**config.mk**
```make
export PLATFORM = sky130hd
export DESIGN_NAME = puan_tablosu_denetleyici
export DESIGN_NICKNAME = d
export VERILOG_FILES = /design/src/rtl/puan_tablosu_denetleyici.sv
export SDC_FILE = /design/constraint.sdc
export NUM_CORES = 1
export LEC_CHECK = 0
export ABC_AREA = 1
export BUFFER_PORTS_ARGS = -buffer_cell sky130_fd_sc_hd__clkbuf_2
export CAP_MARGIN = 10
export CORE_ASPECT_RATIO = 0.6
export CORE_MARGIN = 8
export CORE_UTILIZATION = 61
export CTS_BUF_LIST = sky130_fd_sc_hd__clkbuf_4 sky130_fd_sc_hd__clkbuf_8 sky130_fd_sc_hd__clkbuf_16
export DETAILED_ROUTE_END_ITERATION = 10
export PLACE_DENSITY = 0.85
export SLEW_MARGIN = 20
export SYNTH_ARGS = -nofsm -noshare
export SYNTH_HDL_FRONTEND = slang
export SYNTH_SLANG_ARGS = --single-unit
```
**constraint.sdc**
```tcl
create_clock -name clk_i -period 4.96 [get_ports clk_i]
set_input_delay 0.992 -clock clk_i [delete_from_list [all_inputs] [get_ports clk_i]]
set_output_delay 0.992 -clock clk_i [all_outputs]
set_load 0.01 [all_outputs]
```
**src/rtl/puan_tablosu_denetleyici.sv**
```systemverilog
// Decode-stage scoreboard for multi-cycle units. It tracks pending int/fp destinations,
// stalls on hazards, issues start pulses and arbitrates the writeback port round-robin.
// Optional stall counter: define PUAN_TABLOSU_SAYAC_EN.
module puan_tablosu_denetleyici #(
  parameter int unsigned BIRIM_SAYISI = 2,
  parameter int unsigned BIRIM_BIT    = 1
) (
  input  logic                      clk_i,
  input  logic                      rst_ni,
  input  logic                      coz_gecerli_i,
  input  logic [4:0]                coz_rs1_adres_i,
  input  logic                      coz_rs1_oku_i,
  input  logic                      coz_rs1_fp_i,
  input  logic [4:0]                coz_rs2_adres_i,
  input  logic                      coz_rs2_oku_i,
  input  logic                      coz_rs2_fp_i,
  input  logic [4:0]                coz_rs3_adres_i,
  input  logic                      coz_rs3_oku_i,
  input  logic [4:0]                coz_rd_adres_i,
  input  logic                      coz_rd_yaz_i,
  input  logic                      coz_rd_fp_i,
  input  logic                      coz_cok_cevrim_i,
  input  logic [BIRIM_BIT-1:0]      coz_birim_i,
  input  logic                      dallanma_gerceklesti_i,
  input  logic [BIRIM_SAYISI-1:0]   birim_mesgul_i,
  input  logic [BIRIM_SAYISI-1:0]   birim_sonuc_gecerli_i,
  input  logic [5*BIRIM_SAYISI-1:0] birim_rd_adres_i,
  input  logic [BIRIM_SAYISI-1:0]   birim_rd_fp_i,
  input  logic                      gy_bos_i,
  output logic                      coz_durdur_o,
  output logic [BIRIM_SAYISI-1:0]   birim_baslat_o,
  output logic [BIRIM_SAYISI-1:0]   birim_sonuc_kabul_o,
  output logic                      gy_yaz_o,
  output logic [BIRIM_BIT-1:0]      gy_birim_o,
  output logic [31:0]               bekleyen_int_o,
  output logic [31:0]               bekleyen_fp_o
`ifdef PUAN_TABLOSU_SAYAC_EN
  ,
  output logic [31:0]               durdurma_sayaci_o
`endif
);

  localparam int unsigned N  = BIRIM_SAYISI;
  localparam int unsigned AW = 5;

  logic [31:0]          int_q, int_d, fp_q, fp_d;
  logic [BIRIM_BIT-1:0] rr_q, rr_d;
  logic                 raw, waw, yapisal, birim_var, verilir;
  logic [AW-1:0]        temizle_adres;
  logic                 temizle_fp;
  int unsigned          idx;

  function automatic logic beklemede(input logic [AW-1:0] a, input logic fp,
                                     input logic [31:0] bi, input logic [31:0] bf);
    if (fp) return bf[a];
    return (a != 5'd0) && bi[a];
  endfunction

  // Hazard detection and issue, purely from registered bitmaps
  always_comb begin
    birim_var = 32'(coz_birim_i) < N;
    raw = (coz_rs1_oku_i && beklemede(coz_rs1_adres_i, coz_rs1_fp_i, int_q, fp_q)) ||
          (coz_rs2_oku_i && beklemede(coz_rs2_adres_i, coz_rs2_fp_i, int_q, fp_q)) ||
          (coz_rs3_oku_i && beklemede(coz_rs3_adres_i, 1'b1, int_q, fp_q));
    waw = coz_rd_yaz_i && beklemede(coz_rd_adres_i, coz_rd_fp_i, int_q, fp_q);
    yapisal = coz_cok_cevrim_i &&
              (!birim_var || birim_mesgul_i[coz_birim_i] || birim_sonuc_gecerli_i[coz_birim_i]);
    coz_durdur_o = coz_gecerli_i && (raw || waw || yapisal);
    verilir = coz_gecerli_i && !coz_durdur_o && coz_cok_cevrim_i && !dallanma_gerceklesti_i;
    birim_baslat_o = '0;
    if (verilir) birim_baslat_o[coz_birim_i] = 1'b1;
  end

  // Round-robin writeback grant, only when the single-cycle pipeline leaves the port free
  always_comb begin
    birim_sonuc_kabul_o = '0;
    gy_yaz_o            = 1'b0;
    gy_birim_o          = '0;
    temizle_adres       = '0;
    temizle_fp          = 1'b0;
    idx                 = 0;
    if (gy_bos_i) begin
      for (int unsigned i = 0; i < N; i++) begin
        idx = (32'(rr_q) + i) % N;
        if (!gy_yaz_o && birim_sonuc_gecerli_i[idx]) begin
          gy_yaz_o                 = 1'b1;
          birim_sonuc_kabul_o[idx] = 1'b1;
          gy_birim_o               = BIRIM_BIT'(idx);
          temizle_adres            = birim_rd_adres_i[AW*idx +: AW];
          temizle_fp               = birim_rd_fp_i[idx];
        end
      end
    end
  end

  // Next bitmap state: clear from writeback first so a same-edge set wins
  always_comb begin
    int_d = int_q;
    fp_d  = fp_q;
    rr_d  = rr_q;
    if (gy_yaz_o) begin
      if (temizle_fp) fp_d[temizle_adres] = 1'b0;
      else            int_d[temizle_adres] = 1'b0;
      rr_d = BIRIM_BIT'((32'(gy_birim_o) + 1) % N);
    end
    if (verilir && coz_rd_yaz_i) begin
      if (coz_rd_fp_i)                  fp_d[coz_rd_adres_i]  = 1'b1;
      else if (coz_rd_adres_i != 5'd0)  int_d[coz_rd_adres_i] = 1'b1;
    end
  end

  always_ff @(posedge clk_i) begin
    if (!rst_ni) begin
      int_q <= '0;
      fp_q  <= '0;
      rr_q  <= '0;
    end else begin
      int_q <= int_d;
      fp_q  <= fp_d;
      rr_q  <= rr_d;
    end
  end

  assign bekleyen_int_o = int_q;
  assign bekleyen_fp_o  = fp_q;

`ifdef PUAN_TABLOSU_SAYAC_EN
  logic [31:0] sayac_q;

  // Saturating count of stalled decode cycles
  always_ff @(posedge clk_i) begin
    if (!rst_ni)                             sayac_q <= '0;
    else if (coz_durdur_o && sayac_q != '1)  sayac_q <= sayac_q + 32'd1;
  end

  assign durdurma_sayaci_o = sayac_q;
`endif

endmodule

```
==> run summary, run 1 <==
routed length per instance -> 20.01 microns
Synth-to-Final Area Change -> 13.61%
Reg2Reg Depth -> 8
Initial Utilization -> 63.65%
Post-DP Area -> 6450 sq um
GR Util All Layers -> 38.22%
Worst path slowest cell -> inv_1
Clock Skews -> 0.01128 ns
DP Wirelength -> 18.79 mm
final setup margin -> 0.8523 ns
P_sw -> 0.0005080 W
Slew @ Worst Pin -> 1.154 ns
Tightest Hold Check Type -> reg -> reg
antenna-violating nets left -> 0
Critical Path Fanout Max -> 20
max incr delay on CP -> 0.40 ns
layout cells sized above 1 -> 14.14%
placed cells -> 1,289
Crit Reg-Reg Startpoint -> rr_q
cells along the critical path -> clkbuf_2, inv_1, a21oi_1, o21ai_0, a21boi_0, nor2_1, nand2_1, nand3_1, nand3_1, nand2_1, nor2_4, nand2_1, nor2_1, clkbuf_2
CP Launch Type -> input pin
Worst Setup End Kind -> output port
most common cell after layout, fill and taps aside -> nand2_1
status -> completed
Yosys Warn Count -> 0
Worst Setup SP -> coz_rs1_adres_i[1]
Tmin final -> 4.108 ns
Arr. time, crit path -> 3.12 ns
Die ar. -> 13,200 sq um
Tcrit/Tclk final -> 82.82%
fin cells -> 1,304
synthesized flop and latch total -> 65
Yosys cell types -> 32
Comb pwr share -> 23.3%
CORE AREA -> 9290 sq um
setup TNS -> 0 ns
static leakage -> 3.015 nW
Crit path required time -> 3.97 ns
Seq/Total Area, Yosys -> 22.01%
P_int -> 0.0009459 W
Top Family by Delay on Critical Path -> buffers and inverters
Die Ht -> 92.27 microns
worst-case vdd ir drop -> 0.1841 mV
DRT iter0 DRCs -> 1,696
# hold bufs at CTS -> 0
mean number of vias per cell -> 6.365
postcts setup bufs -> 0
cell area after synthesis -> 5913 sq um
antenna cells -> 0
Post-route DRC -> 0
post-route design area -> 6718 sq um
initial antenna violation count -> 0
Die W -> 143.1 microns
critical path type -> in -> out
RSZ-0062 raised after global routing -> no
WP depth -> 14
H-tree depth -> 3
Pwr Density -> 216.4 nW/um^2
CP most frequent cell -> nand2_1
I/O Pins -> 121
ys async rst share -> 0%
RD Place Congestion -> 1.096
final setup vio count -> 0
Overflow after GRT -> 0
Crit path buffers/inverters -> 3
largest net degree at the start of global routing -> 65
Switching Fraction -> 34.94%
TritonCTS Buffers -> 9
first-pass GRT wire length -> 40.03 mm
PortBufs -> 120
Max-Cap Viols -> 0
clock transition at the registers of the reported paths -> 0.06 ns
num rows -> 27
sequential power share -> 36.3%
Syn Area/Cell -> 5.400 sq um
worst slack at placement -> 0.9480 ns
max-slew violations -> 0
relative slew slack -> 23.03%
commonest cells after routing, fill and taps aside -> nand2_1, nor2_1, clkbuf_2, nand3_1, o21ai_0
number of synthesized flops with an enable pin -> 0
Clock power frac -> 40.4%
reg2reg end -> bekleyen_int_o[10]
Clock Latency Late Sink -> 0.34 ns
Net Count, Synth -> 1,145
fillers -> 858
register-to-register setup slack -> 1.36 ns
endpoints failing hold -> 0
maximum clock frequency -> 243.4 MHz
root buf cell -> clkbuf_16
vias in the first global route -> 7,167
Top FF cell, synth -> dfxtp_1
router iterations before antenna repair -> 6
post-CTS sizing -> 0
CTS Sinks -> 65
CTS max path bufs -> 2
CTS tree -> yes
nets -> 1,220
critical path endpoint -> birim_baslat_o[1]
WL final -> 26.09 mm
Vias -> 8,300
min-delay src -> bekleyen_int_o[23]
Cells after Synth -> 1,095
## cells in the mapped netlist, types with 3 or more instances
cell type / instances / share of area [%]
a21boi_0: 3 / 0.38
a21oi_1: 92 / 7.8
buf_1: 3 / 0.19
buf_2: 17 / 1.4
buf_4: 5 / 0.63
buf_6: 6 / 1.1
clkbuf_1: 40 / 2.5
dfxtp_1: 65 / 22
inv_1: 84 / 5.3
inv_2: 6 / 0.38
mux2_2: 3 / 0.57
nand2_1: 335 / 21
nand3_1: 110 / 9.3
nand4_1: 63 / 6.7
nor2_1: 129 / 8.2
nor3_1: 9 / 0.76
o211ai_1: 3 / 0.38
o21ai_0: 102 / 8.6
o21ai_1: 3 / 0.25
## sequential cells by signal (all words and copies together) (netlist names)
register / count
rr_q: 1
bekleyen_int_o: 32
bekleyen_fp_o: 32
## final cells by class
class                   instances  area (sq um)  share of cell area, %
flip-flops and latches         65          1301                  19.37
clock inverters                 6         42.54                 0.6333
clock buffers                   9         225.2                  3.353
repair buffers                135         713.2                  10.62
inverters                      92         345.3                  5.141
multi-input cells             867          3928                  58.47
well taps                     130         162.7                  2.421
## power by group through the flow
stage	combinational, W	clock [W]	sequential (W)
after floorplan	0.000232	0	0.000535
after global placement	0.000312	0	0.000539
after detailed placement	0.000316	0	0.000539
after CTS	0.000318	0.000580	0.000528
after global routing	0.000360	0.000606	0.000528
final	0.000338	0.000588	0.000528
## per-stage QoR
step / utilization, % / power (W) / hold WS [ns]
2_1_floorplan: - / 0.0007668 / 0.5105
3_3_place_gp: 69.43 / 0.0008507 / 0.4819
3_5_place_dp: 69.43 / 0.0008550 / 0.4884
4_1_cts: 72.31 / 0.001426 / 0.4975
5_1_grt: 72.31 / 0.001494 / 0.5242
6_report: 72.31 / 0.001454 / 0.5003
## tightest hold or removal path, delay by kind of cell, from the launching register on
kind | cells | cell delay, ns
AO/OA/AOI/OAI | 2 | 0.14
flip-flops | 1 | 0.31
## cells by family (layout without fill, tap and decap cells)
kind of cell           Yosys count  count (layout)  synth area share (%)
AO/OA/AOI/OAI                  212             212                 18.66
multiplexers                     4               4                0.7406
buffers and inverters          163             242                 11.79
flip-flops                      65              65                 22.01
AND/OR/NAND/NOR                651             651                 46.81
## layer usage
layer / GRT usage [%] / vias to the layer above / part of all wire, %
li1: - / 3787 / -
met1: 53.04 / 3544 / 38
met2: 51.00 / 834 / 38
met3: 16.30 / 135 / 21
met4: 12.84 / 0 / 3.9
met5: 0 / - / 0
## how the worst min path moves through the flow
stage	end	slack, ns	cells after the start
after detailed placement	bekleyen_int_o[16]	0.49	2
after floorplan	bekleyen_int_o[0]	0.51	2
after global placement	bekleyen_int_o[23]	0.48	2
final	bekleyen_int_o[23]	0.50	2
after global routing	bekleyen_int_o[16]	0.52	2
after CTS	bekleyen_int_o[23]	0.50	2
No activity file was read; power rests on OpenSTA's default activity.
==> inputs of run 2 (changes only) <==
- CORE_UTILIZATION: 61 -> 51
- PLACE_DENSITY: 0.85 -> 0.76
- clock period: 4.96 -> 3.5 ns (I/O delays scaled with it)
==> run 2 against run 1 <==
Sequential share of layout area fell by 0.70 points. Cell area is 3.7% higher. Worst setup slack lost 0.67 ns. Sequential power rose by 41%. Hold slack worse by 0.0030 ns. Clock skew is 0.0066 ns lower. Clock-buffer cell count grew 1. Register-to-register slack worse by 0.95 ns. Critical path depth rose by 3. Global-route usage down 5.3 points. Die area increased by 17%. Non-clock buffer count up 27. Largest cell class unchanged.
==> run summary, run 2 (synthesized netlist as in run 1, its figures left out) <==
antenna cells -> 0 (unchanged)
Switching Fraction -> 33.57% (-1.4 points)
static leakage -> 3.154 nW (+4.6%)
Worst Setup End Kind -> output port
Post-route DRC -> 0 (unchanged)
router iterations before antenna repair -> 5 (-1)
TritonCTS Buffers -> 9 (unchanged)
Pwr Density -> 295.9 nW/um^2 (+37%)
DP Wirelength -> 19.20 mm (+2.2%)
placed cells -> 1,342 (+4.1%)
CTS Sinks -> 65 (unchanged)
CTS max path bufs -> 2 (unchanged)
CORE AREA -> 11,300 sq um (+22%)
vias in the first global route -> 7,117 (-0.70%)
cells along the critical path -> clkbuf_2, inv_2, nor2_4, a21oi_1, nand2_1, nand2_1, nand2_1, nor2_1, nand2_1, nand2_1, nand2_1, nand2_1, nand2_1, nor2_4, nand2_1, nor2_1, clkbuf_2
Slew @ Worst Pin -> 1.122 ns (-0.03248 ns)
fin cells -> 1,359 (+4.2%)
mean number of vias per cell -> 5.965 (-6.3%)
Top Family by Delay on Critical Path -> simple AND/OR/NAND/NOR gates
first-pass GRT wire length -> 40.31 mm (+0.71%)
commonest cells after routing, fill and taps aside -> nand2_1, nor2_1, clkbuf_2, nand3_1, o21ai_0
CP Launch Type -> input pin
maximum clock frequency -> 301.3 MHz
critical path type -> in -> out
num rows -> 30 (+11%)
Die W -> 155.0 microns (+8.3%)
layout cells sized above 1 -> 15.93% (+1.8 points)
endpoints failing hold -> 0 (unchanged)
Synth-to-Final Area Change -> 17.86%
root buf cell -> clkbuf_16
GR Util All Layers -> 32.94% (-5.3 points)
setup TNS -> 0 ns (unchanged)
Clock Skews -> 0.004700 ns (-0.006575 ns)
nets -> 1,247 (+2.2%)
Tcrit/Tclk final -> 94.84%
initial antenna violation count -> 0 (unchanged)
Die Ht -> 99.41 microns (+7.7%)
DRT iter0 DRCs -> 1,196 (-29%)
PortBufs -> 120 (unchanged)
CP most frequent cell -> nand2_1
Max-Cap Viols -> 0 (unchanged)
Layout Utilization -> 61.68% (-11 points)
Die ar. -> 15,410 sq um (+17%)
Critical Path Fanout Max -> 16 (-20%)
largest net degree at the start of global routing -> 65 (unchanged)
P_int -> 0.001370 W (+45%)
RD Place Congestion -> 1.044 (-4.7%)
CTS tree -> yes
relative slew slack -> 25.09% (+2.1 points)
WL final -> 25.96 mm (-0.49%)
final setup vio count -> 0 (unchanged)
Tightest Hold Check Type -> reg -> reg
H-tree depth -> 3 (unchanged)
status -> completed
Clock Latency Late Sink -> 0.33 ns (about the same)
antenna-violating nets left -> 0 (unchanged)
Clock power frac -> 39.5% (-0.9 points)
Vias -> 8,106 (-2.3%)
Comb pwr share -> 24.4% (+1.1 points)
max incr delay on CP -> 0.27 ns (-0.13 ns)
Initial Utilization -> 52.34% (-11 points)
Overflow after GRT -> 0 (unchanged)
fillers -> 1,181 (+38%)
Tmin final -> 3.319 ns
most common cell after layout, fill and taps aside -> nand2_1
P_sw -> 0.0006924 W (+36%)
I/O Pins -> 121 (unchanged)
sequential power share -> 36.1% (-0.2 points)
clock transition at the registers of the reported paths -> 0.05 ns (about the same)
Worst path slowest cell -> inv_2
Crit path required time -> 2.80 ns (-1.17 ns)
worst-case vdd ir drop -> 0.2657 mV (+44%)
Crit path buffers/inverters -> 3 (unchanged)
routed length per instance -> 19.10 microns (-4.5%)
Arr. time, crit path -> 2.62 ns (-0.50 ns)
RSZ-0062 raised after global routing -> no
max-slew violations -> 0 (unchanged)
run 2: layer usage:
layer  part of all wire (%)  global-route usage (%)
met3                     17                   12.16
met2                     39                   44.02
met4                    2.4                   11.84
met1                     42                   46.53
met5                      0                       0
run 2: layout make-up:
type / instances / area (sq um) / area share, %
well taps: 160 / 200.2 / 2.873
clock buffers: 10 / 239.0 / 3.429
repair buffers: 162 / 930.9 / 13.36
inverters: 92 / 345.3 / 4.955
clock inverters: 3 / 20.02 / 0.2873
multi-input cells: 867 / 3933 / 56.43
flip-flops and latches: 65 / 1301 / 18.67
run 2: per-stage QoR:
stage / hold slack (ns) / instance area (sq um) / total power [W] / setup WS (ns)
final: 0.4973 / 6969 / 0.002062 / 0.1806
after global routing: 0.5130 / 6969 / 0.002128 / 0.07900
after CTS: 0.4980 / 6932 / 0.002035 / 0.1247
after detailed placement: 0.4857 / 6673 / 0.001234 / 0.1370
after global placement: 0.4861 / 6673 / 0.001232 / 0.1742
after floorplan: 0.5105 / 5913 / 0.001087 / 0.5814
run 2: path summary, 6_finish.rpt:
check                     start            endpoint  slack [ns]  cells after the start
max reg2reg                rr_q  bekleyen_int_o[17]        0.41                      8
max           coz_rd_adres_i[1]   birim_baslat_o[1]        0.18                     17
min reg2reg  bekleyen_int_o[20]  bekleyen_int_o[20]        0.50                      2
min          bekleyen_int_o[20]  bekleyen_int_o[20]        0.50                      2
run 2: worst reg2reg max path, delay by kind of cell (launching register included):
family | cells | cell delay [ns]
AND/OR/NAND/NOR | 3 | 0.67
AO/OA/AOI/OAI | 4 | 0.96
flip-flops | 1 | 0.62
buffers and inverters | 1 | 0.76
run 2: what timing repair did:
action                                  in CTS  in global routing
resized for setup                            0                  3
hold buffers                                 0                  0
endpoints found under the setup margin       0                  2
buffers inserted                             0                  4
hold endpoints to repair                     0                  0
run 2: power by group through the flow:
stage	clock (W)	combinational (W)	sequential, W
3_3_place_gp	0	0.000470	0.000761
6_report	0.000814	0.000503	0.000745
5_1_grt	0.000841	0.000541	0.000746
4_1_cts	0.000814	0.000475	0.000745
3_5_place_dp	0	0.000473	0.000761
2_1_floorplan	0	0.000329	0.000758
